## config.mk

```make
export PLATFORM = sky130hd
export DESIGN_NAME = pipe_mac
export DESIGN_NICKNAME = d
export VERILOG_FILES = /design/src/rtl/pipe_mac.sv
export SDC_FILE = /design/constraint.sdc
export NUM_CORES = 1
export LEC_CHECK = 0
export ABC_CLOCK_PERIOD_IN_PS = 6700
export CAP_MARGIN = 25
export CORE_MARGIN = 2
export CORE_UTILIZATION = 60
export CTS_CLUSTER_SIZE = 20
export DETAILED_ROUTE_END_ITERATION = 10
export PLACE_DENSITY_LB_ADDON = 0.05
export SYNTH_ARGS = -nofsm -noshare
export SYNTH_HDL_FRONTEND = slang
export SYNTH_SLANG_ARGS = --single-unit
```

## constraint.sdc

```tcl
create_clock -name clk -period 6.7 [get_ports clk]
set_input_delay 2.01 -clock clk [delete_from_list [all_inputs] [get_ports clk]]
set_output_delay 2.01 -clock clk [all_outputs]
set_load 0.02 [all_outputs]
```

## src/rtl/pipe_mac.sv

```systemverilog
// Fully pipelined unsigned/signed multiplier with a signed accumulator.
// The accumulator is touched only at the completion stage, so back-to-back SMAC/ACLR chain with no hazard.
module pipe_mac #(
  parameter int WIDTH  = 8,
  parameter int STAGES = 3
) (
  input  logic                        clk,
  input  logic                        rst_n,
  input  logic                        start,
  input  logic [1:0]                  op,
  input  logic [WIDTH-1:0]            A,
  input  logic [WIDTH-1:0]            B,
  input  logic                        flush,
  output logic                        done,
  output logic [2*WIDTH-1:0]          result,
  output logic                        acc_ovf,
  output logic [$clog2(STAGES+2)-1:0] inflight
);
  localparam int PW = 2 * WIDTH;
  localparam int CW = $clog2(STAGES + 2);

  localparam logic [1:0] OP_UMUL = 2'b00;
  localparam logic [1:0] OP_SMAC = 2'b10;
  localparam logic [1:0] OP_ACLR = 2'b11;

  typedef struct packed {
    logic [1:0]    op;
    logic [PW-1:0] prod;
  } stage_t;

  logic [STAGES:0] vld_pipe;
  logic [1:0]       op_q;
  logic [WIDTH-1:0] a_q, b_q;
  logic [PW-1:0]    a_x, b_x, prod;
  stage_t           st [1:STAGES];
  stage_t           cmp;
  logic             cvld;
  logic [PW-1:0]    acc, sum;
  logic             ovf_det;

  // flush drops everything already in flight but still admits this edge's issue
  always_ff @(posedge clk or negedge rst_n)
    if (!rst_n) vld_pipe <= '0;
    else if (flush) vld_pipe <= {{STAGES{1'b0}}, start};
    else vld_pipe <= {vld_pipe[STAGES-1:0], start};

  always_ff @(posedge clk)
    if (start) begin
      op_q <= op;
      a_q  <= A;
      b_q  <= B;
    end

  // One multiplier: the low 2W bits of a product of extended operands are the
  // same for signed and unsigned; only the extension bit differs.
  assign a_x  = {{WIDTH{(op_q != OP_UMUL) & a_q[WIDTH-1]}}, a_q};
  assign b_x  = {{WIDTH{(op_q != OP_UMUL) & b_q[WIDTH-1]}}, b_q};
  assign prod = a_x * b_x;

  always_ff @(posedge clk) begin
    st[1] <= '{op: op_q, prod: prod};
    for (int i = 2; i <= STAGES; i++) st[i] <= st[i-1];
  end

  assign cmp     = st[STAGES];
  assign cvld    = vld_pipe[STAGES] & ~flush;
  assign sum     = acc + cmp.prod;
  assign ovf_det = (acc[PW-1] == cmp.prod[PW-1]) && (sum[PW-1] != acc[PW-1]);

  always_ff @(posedge clk or negedge rst_n)
    if (!rst_n) begin
      done    <= 1'b0;
      result  <= '0;
      acc     <= '0;
      acc_ovf <= 1'b0;
    end else begin
      done <= cvld;
      if (cvld) begin
        case (cmp.op)
          OP_SMAC: begin
            acc    <= sum;
            result <= sum;
            if (ovf_det) acc_ovf <= 1'b1;
          end
          OP_ACLR: begin
            acc     <= '0;
            acc_ovf <= 1'b0;
            result  <= '0;
          end
          default: result <= cmp.prod;
        endcase
      end
    end

  always_comb begin
    inflight = '0;
    for (int i = 0; i <= STAGES; i++) inflight = inflight + CW'(vld_pipe[i]);
  end
endmodule

```

After elaboration in Yosys (flattened, before gate mapping). Memory sizes are Yosys's and may differ from the RTL's. Cells that the tools add are included.

Bits in read-only memories: 0. Memories kept: 1. Input bits: 22. Bits in registers: 56. Output and inout port bits: 21. Bits in writable memories: 54. Logic and storage cells: 33. Latch bits: 0.

Memories: st (depth 3, width 18, rd ports 3, clocked after Yosys merged registers in 0, wr ports 3, RTL line 35) `stage_t st [1:STAGES];`.

Reductions and logical operators: 5. Muxes and demuxes: 5. Shifts and indexed selects: 0. Equal/unequal tests: 5. Bitwise logic cells: 4. Add/sub/neg operators: 4. Div/mod/pow operators: 0. $lt $le $gt $ge: 0. Multiply operators: 1.

Operators by type and width (count): $pmux 16 s2 (2); $add 16x16->16 (1); $mul 9x9->16 (1); $eq 2x2->1 const B (2); $mux 4 (1); $reduce_bool 2->1 (2); $add 2x1->3 (1); $add 3x1->3 (1); $and 1x1->1 (3); $reduce_and 3->1 (1); $add 1x1->2 (1); $ne 2x2->1 const B (1); $pmux 1 s2 (1); $reduce_and 2->1 (1); $eq 1x1->1 (1); $logic_and 1x1->1 (1); $mux 1 (1); $ne 1x1->1 (1); $not 1->1 (1).

Longest topological paths before layout. Gate-level depths: netlist (run 1).

Word-level depth: 5. Depth in mapped cells: 21. Depth with buffers taken out: 21.

Worst setup path before layout (run 1). OpenSTA, ideal clock, no wires.

Path kind: flip-flop to flip-flop. Start point: register b_q[7]. End point: register st[0][33] (netlist name). Setup time: 0.122 ns. Arrival time: 4.854 ns. Slack: 1.724 ns. Cell stages (with the launch flop): 20. Data required time: 6.578 ns. Path buffers: 1. Period minus slack after synthesis: 4.976 ns. Cell sequence: edfxtp_1 > clkbuf_1 > o21ai_1 > or2_2 > fa_1 > inv_1 > fa_1 > fa_1 > inv_1 > fa_1 > fa_1 > inv_1 > ha_1 > inv_1 > nor2_1 > nor2_1 > o21ai_0 > o41ai_1 > o21ai_0 > xnor2_1.

RTL lines: start, declared (RTL line 33) `logic [WIDTH-1:0] a_q, b_q;`; start signal, assigned (RTL line 51) `b_q <= B;`.

==> results of run 1 <==
==> layout make-up <==
type,instances,area share (%)
multi-input combinational,401,49.8
sequential,110,35.0
timing repair buffer,45,6.07
inverter,85,4.35
tap,140,2.39
clock buffer,11,1.79
clock inverter,5,0.580
==> worst reg2reg max path, stage by stage (launching register included) <==
cell,delay (ns)
edfxtp_1,0.53
o21ai_1,0.30
or2_2,0.37
fa_1,0.48
inv_1,0.05
fa_1,0.44
fa_1,0.48
inv_1,0.05
fa_1,0.45
fa_1,0.51
inv_1,0.04
ha_1,0.29
inv_1,0.08
nor2_1,0.05
nor2_1,0.15
o21ai_0,0.15
o41ai_1,0.41
o21ai_0,0.19
xnor2_1,0.15
==> power breakdown <==
group,internal [mW],total (mW),leakage [nW],switching (mW)
Combinational,0.900,1.90,2.25,0.996
Clock,0.140,0.365,0.0860,0.226
Sequential,0.910,1.02,1.13,0.111
==> per-layer routing <==
| metal | wire length (microns) | vias up | track usage [%] |
|---|---|---|---|
| met5 | 0 | - | 0 |
| met1 | 4910 | 1989 | 26.6 |
| met2 | 5970 | 68 | 40.2 |
| met4 | 277 | 0 | 8.24 |
| li1 | - | 2066 | - |
| met3 | 355 | 20 | 3.89 |
==> Yosys cell counts (2+ instances only) <==
master,instances
mux2i_1,5
nor3_1,5
fa_1,65
o211ai_1,2
a31oi_1,2
nand2b_1,6
clkbuf_1,17
xnor2_1,22
o311ai_0,2
a21o_1,4
inv_1,85
a21oi_1,20
nand2_1,74
or2_2,4
a2111o_1,2
nor2_1,19
nor4b_1,2
o21bai_1,3
nand3_1,9
dfrtp_1,38
o21ai_1,2
nand3b_1,2
o21ai_0,14
edfxtp_1,18
dfxtp_1,54
a211oi_1,2
nor3b_1,13
xor2_1,7
and2_1,37
nor2b_1,3
a22o_1,5
a221o_1,6
ha_1,50
==> worst paths after layout <==
path,cells after the start,end,slack [ns]
min reg2reg,0,st[0][38],0.33
max reg2reg,18,st[0][33],1.44
min in group asynchronous,1,result[1],1.72
max in group asynchronous,1,acc[14],4.43
max,18,st[0][33],1.44
min,0,st[0][38],0.33
==> cells by family (layout without fill, tap and decap cells) <==
| logic type | Yosys count | after routing | share of synthesized area [%] |
|---|---|---|---|
| AND/OR/NAND/NOR | 176 | 176 | 13.2 |
| adder cells (fa/ha/maj) | 115 | 115 | 29.2 |
| flip-flops | 110 | 110 | 38.9 |
| buffers and inverters | 102 | 146 | 5.79 |
| AO/OA/AOI/OAI | 75 | 75 | 8.14 |
| XOR/XNOR | 29 | 29 | 3.84 |
| multiplexers | 6 | 6 | 0.928 |
==> through the flow <==
| step | hold WS (ns) | instances | setup WS, ns | utilization, % | instance area, sq um |
|---|---|---|---|---|---|
| 5_1_grt | 0.328 | 797 | 1.04 | 68.0 | 7340 |
| 3_5_place_dp | 0.312 | 780 | 1.45 | 66.3 | 7150 |
| 4_1_cts | 0.332 | 796 | 1.44 | 67.9 | 7330 |
| 6_report | 0.328 | 797 | 1.44 | 68.0 | 7340 |
| 3_3_place_gp | 0.310 | 780 | 1.53 | 66.3 | 7150 |
| 2_1_floorplan | 0.310 | 613 | 1.72 | - | 6610 |
==> state kept, by name, indices dropped and copies added, names as in the netlist <==
name / cells
a_q: 8
acc: 16
acc_ovf: 1
b_q: 8
done: 1
op_q: 2
result: 16
st: 54
vld_pipe: 4
==> results.json, run 1 <==
{
  "initial_utilization_pct": 61.2,
  "ys_async_sr_fraction_pct": 34.5,
  "grt.overflow.total": 0,
  "synth_seq_cells": 110,
  "fillers": 826,
  "crit_required_ns": 6.97,
  "start_kind": "register",
  "cts_root_buffer": "clkbuf_8",
  "cp.buffers_inverters": 4,
  "status": "completed",
  "synth.area.top_cells": "fa_1, dfxtp_1, dfrtp_1",
  "peakVddDrop_mv": 0.372,
  "critPathLaunch": "b_q[7]",
  "syn_avg_cell_area_sq_um": 10.8,
  "dp_hpwl_mm": 9.05,
  "synth_edf_count": 18,
  "power_density_nw_per_um2": 447,
  "fin_worst_skew_ns": 0.0115,
  "fin_crit_ns": 5.26,
  "rows": 38,
  "synth_area_sq_um": 6610,
  "drt_iter0_markers": 154,
  "cap_violations": 0,
  "worst-setup-path-type": "register to register",
  "arrival_ns": 5.53,
  "finalHoldViolCount": 0,
  "grt_pass1_wl_mm": 20.2,
  "hp-class": "register to register",
  "worst_slew_pin_slew_ns": 0.859,
  "crit_fanout": 10,
  "fin_total_pwr_mw": 3.28,
  "slowest_delay_ns": 0.53,
  "final_common_cell": "inv_1",
  "place.gp.congestion": 0.911,
  "r2r_start": "b_q[7]",
  "layout-area-overhead-vs-synth_pct": 11.1,
  "rsz0062_at_grt": "false",
  "cp_cell_sequence": "o21ai_1, or2_2, fa_1, inv_1, fa_1, fa_1, inv_1, fa_1, fa_1, inv_1, ha_1, inv_1, nor2_1, nor2_1, o21ai_0, o41ai_1, o21ai_0, xnor2_1",
  "cts_tree": "built",
  "io_pins": 43,
  "finalSetupTns_ns": 0,
  "antenna_found_initial": 0,
  "grt.total_usage_pct": 22.3,
  "cts_max_level": 3,
  "ys_types": 47,
  "fin_crit_sh_pct": 78.5,
  "cts_setup_buffers": 0,
  "coreArea_sq_um": 10800,
  "die_width_microns": 109,
  "path_common_cell": "fa_1",
  "clk_latency_ns": 0.38,
  "num_vias": 4143,
  "min_from": "st[0][20]",
  "regArea_sq_um": 2570,
  "finalSetupViolations": 0,
  "netlist_instances": 613,
  "grt_max_degree": 39,
  "synth_warnings": 0,
  "cts_hold_buffers": 0,
  "final_antenna_net_count": 0,
  "maxSlewHeadroom_pct": 42.7,
  "die_h_microns": 109,
  "portBuffers": 42,
  "wl_per_cell_microns": 14.4,
  "finalNetCount": 789,
  "die-area_sq_um": 11900,
  "viasPerCell": 5.20,
  "path_delay_family": "adder cells",
  "path_clk_slew_ns": 0.10,
  "cp-end-kind": "register",
  "final_cell_mix": "inv_1, nand2_1, fa_1",
  "cts_buffers": 9,
  "clkSinkCount": 110,
  "max_clock_freq_mhz": 190,
  "p_leak_nw": 3.47,
  "drc_errors": 0,
  "slew_violations": 0,
  "synth_top_area_cell": "fa_1",
  "multiInputGateArea_sq_um": 3650,
  "synth_fp_nets": 750,
  "grt_pass1_vias": 4389,
  "synth_top_area_share_pct": 19.7,
  "seq_area_frac_synth_pct": 38.9,
  "n_antenna_cell": 0,
  "cpMaxStageDelayCell": "edfxtp_1",
  "drive_gt1_share_pct": 4.41,
  "clockBufferDepth": 2,
  "drt-total-wl_mm": 11.5,
  "ys_dominant_reg_cell": "dfxtp_1",
  "drt-pass1-iter-count": 4,
  "cts_resized": 0
}
No activity file was read; power rests on OpenSTA's default activity.
==> run 2, diff against run 1 <==
--- a/config.mk
+++ b/config.mk
@@ -5,10 +5,10 @@
 export SDC_FILE = /design/constraint.sdc
 export NUM_CORES = 1
 export LEC_CHECK = 0
-export ABC_CLOCK_PERIOD_IN_PS = 6700
+export ABC_CLOCK_PERIOD_IN_PS = 4800
 export CAP_MARGIN = 25
 export CORE_MARGIN = 2
-export CORE_UTILIZATION = 60
+export CORE_UTILIZATION = 54
 export CTS_CLUSTER_SIZE = 20
 export DETAILED_ROUTE_END_ITERATION = 10
 export PLACE_DENSITY_LB_ADDON = 0.05
==> constraint.sdc (replaced) <==
create_clock -name clk -period 4.8 [get_ports clk]
set_input_delay 1.44 -clock clk [delete_from_list [all_inputs] [get_ports clk]]
set_output_delay 1.44 -clock clk [all_outputs]
set_load 0.02 [all_outputs]
==> run 2 against run 1 <==
Non-clock buffer count up 35. Die area up 11%. Combinational power is 58% higher. Cell count rose by 5.3%. Global-route usage decreased by 1.3 points. Routed wire length increased by 6.5%. Critical path type unchanged.
==> results.json, run 2 (synthesis gave the netlist of run 1 again) <==
{
  "max_clock_freq_mhz": 210,
  "min_to": "st[0][39]",
  "holdPathStages": 0,
  "path_clk_slew_ns": 0.08,
  "die_h_microns": 115,
  "status": "completed",
  "final_area_sq_um": 7840,
  "slowest_delay_ns": 0.56,
  "maxSlewHeadroom_pct": 39.9,
  "final_common_cell": "inv_1",
  "cts_root_buffer": "clkbuf_16",
  "r2r_cells": 18,
  "largest_register_ff_count": 54,
  "cp_cell_sequence": "buf_4, o21ai_4, or2_4, fa_1, inv_1, fa_1, fa_1, inv_1, fa_1, fa_1, inv_1, ha_4, inv_2, o21bai_1, a2111o_1, a31o_2, a21oi_2, xnor2_1",
  "grt.overflow.total": 0,
  "finalHoldViolCount": 0,
  "final_cells": 839,
  "io_pins": 43,
  "clkSinkCount": 110,
  "max_flop_register": "st",
  "r2r_start": "op_q[0]",
  "fin_crit_ns": 4.77,
  "drt_iter0_markers": 115,
  "clockBufferDepth": 2,
  "start_kind": "register",
  "place.gp.congestion": 0.841,
  "drt-pass1-iter-count": 4,
  "dp_hpwl_mm": 9.51,
  "fin_util_pct": 65.6,
  "largestRegisters": "st x54, acc x16, result x16",
  "post_dp_cell_area_sq_um": 7380,
  "grt_max_degree": 39,
  "drt-total-wl_mm": 12.3,
  "fin_worst_skew_ns": 0.0119,
  "path_common_cell": "fa_1",
  "p_leak_nw": 3.71,
  "slew_violations": 0,
  "cp-end-kind": "register",
  "cpMaxStageDelayCell": "fa_1",
  "arrival_ns": 5.05,
  "fin_crit_sh_pct": 99.3,
  "drc_errors": 0,
  "die_width_microns": 115,
  "gr-usage-met3_pct": 3.92,
  "layout-area-overhead-vs-synth_pct": 18.6,
  "final_cell_mix": "inv_1, nand2_1, fa_1",
  "worst-setup-path-type": "register to register",
  "worst_slew_pin_slew_ns": 0.902,
  "hp-class": "register to register",
  "n_antenna_cell": 0,
  "final_antenna_net_count": 0,
  "grt_pass1_wl_mm": 21.5,
  "reg2reg_slack_ns": 0.03,
  "min_from": "st[0][21]",
  "drive_gt1_share_pct": 11.6,
  "grt_pass1_vias": 4681,
  "rows": 40,
  "cts_max_level": 3,
  "viasPerCell": 5.15,
  "grt.total_usage_pct": 21.0,
  "cp.buffers_inverters": 5,
  "coreArea_sq_um": 12000,
  "cap_violations": 0,
  "cp.depth": 18,
  "worst_r2r_endpoint": "st[0][32]",
  "num_vias": 4321,
  "finalNetCount": 824,
  "clk_latency_ns": 0.35,
  "die-area_sq_um": 13100,
  "initial_utilization_pct": 55.3,
  "wl_per_cell_microns": 14.6,
  "met1_usage_pct": 24.4,
  "placed_cells": 811,
  "rsz0062_at_grt": "true",
  "antenna_found_initial": 0,
  "path_delay_family": "adder cells",
  "portBuffers": 42,
  "cts_tree": "built",
  "finalSetupViolations": 0,
  "fin_hold_ws_ns": 0.325,
  "power_density_nw_per_um2": 659,
  "crit_fanout": 3,
  "crit_required_ns": 5.08,
  "cts_buffers": 9,
  "top_usage_layer": "met2",
  "peakVddDrop_mv": 0.400,
  "met2_usage_pct": 38.5,
  "fin_total_pwr_mw": 5.17
}
## run 2: changes by cell type in the layout (fill, tap and decap cells not counted), moves of 2 or more
| cell | before | now |
|---|---|---|
| ha_1 | 50 | 46 |
| inv_2 | 0 | 2 |
| ha_4 | 0 | 4 |
| buf_4 | 2 | 37 |
| clkbuf_1 | 2 | 0 |
| nor2_1 | 19 | 17 |
| inv_1 | 85 | 83 |
| clkbuf_16 | 0 | 9 |
| o21ai_0 | 14 | 12 |
| clkbuf_8 | 9 | 0 |
| inv_8 | 1 | 3 |
| clkinv_8 | 0 | 2 |
## run 2: final cells by class
cell class / count / area [sq um]
inverter: 85 / 319
clock inverter: 7 / 83.8
timing repair buffer: 80 / 704
multi-input combinational: 401 / 3750
sequential: 110 / 2570
tap: 147 / 184
fill: 965 / 4120
clock buffer: 9 / 225
## run 2: worst max-delay path by stage
stage | slack [ns] | endpoint | startpoint
after global placement | -0.02 | st[0][32] | op_q[0]
after CTS | 0.0003 | st[0][33] | op_q[1]
final | 0.03 | st[0][32] | op_q[0]
after global routing | -0.17 | st[0][32] | op_q[0]
after detailed placement | -0.11 | st[0][32] | op_q[0]
after floorplan | 0.03 | st[0][32] | op_q[0]
## run 2: what timing repair did
action,in CTS,in global routing
setup endpoints to repair,3,3
hold buffers,0,0
pin swaps,11,6
setup buffers,7,5
endpoints found under the hold margin,0,0
resized for setup,7,5
## run 2: per-stage QoR
stage | setup TNS (ns) | setup WS, ns
2_1_floorplan | 0 | 0.0261
3_3_place_gp | -0.0161 | -0.0161
3_5_place_dp | -0.223 | -0.112
4_1_cts | 0 | 0.000279
5_1_grt | -0.355 | -0.166
6_report | 0 | 0.0341
## run 2: routing by layer
metal  vias to the layer above  wire length [microns]
met5                         -                      0
met4                         0                    261
met3                        17                    344
met2                        62                   6460
met1                      2112                   5190
li1                       2130                      -
## run 2: worst reg2reg max path, stage by stage, from the launching register on
cell	delay, ns
edfxtp_1	0.40
buf_4	0.16
o21ai_4	0.07
or2_4	0.23
fa_1	0.48
inv_1	0.05
fa_1	0.48
fa_1	0.56
inv_1	0.05
fa_1	0.45
fa_1	0.48
inv_1	0.06
ha_4	0.22
inv_2	0.06
o21bai_1	0.09
a2111o_1	0.39
a31o_2	0.22
a21oi_2	0.13
xnor2_1	0.13
## run 2: report_power, final
part	total [mW]	leakage, nW	switching (mW)	internal (mW)
registers	1.41	1.13	0.142	1.27
clock network	0.749	0.151	0.374	0.375
logic	3.01	2.43	1.53	1.48
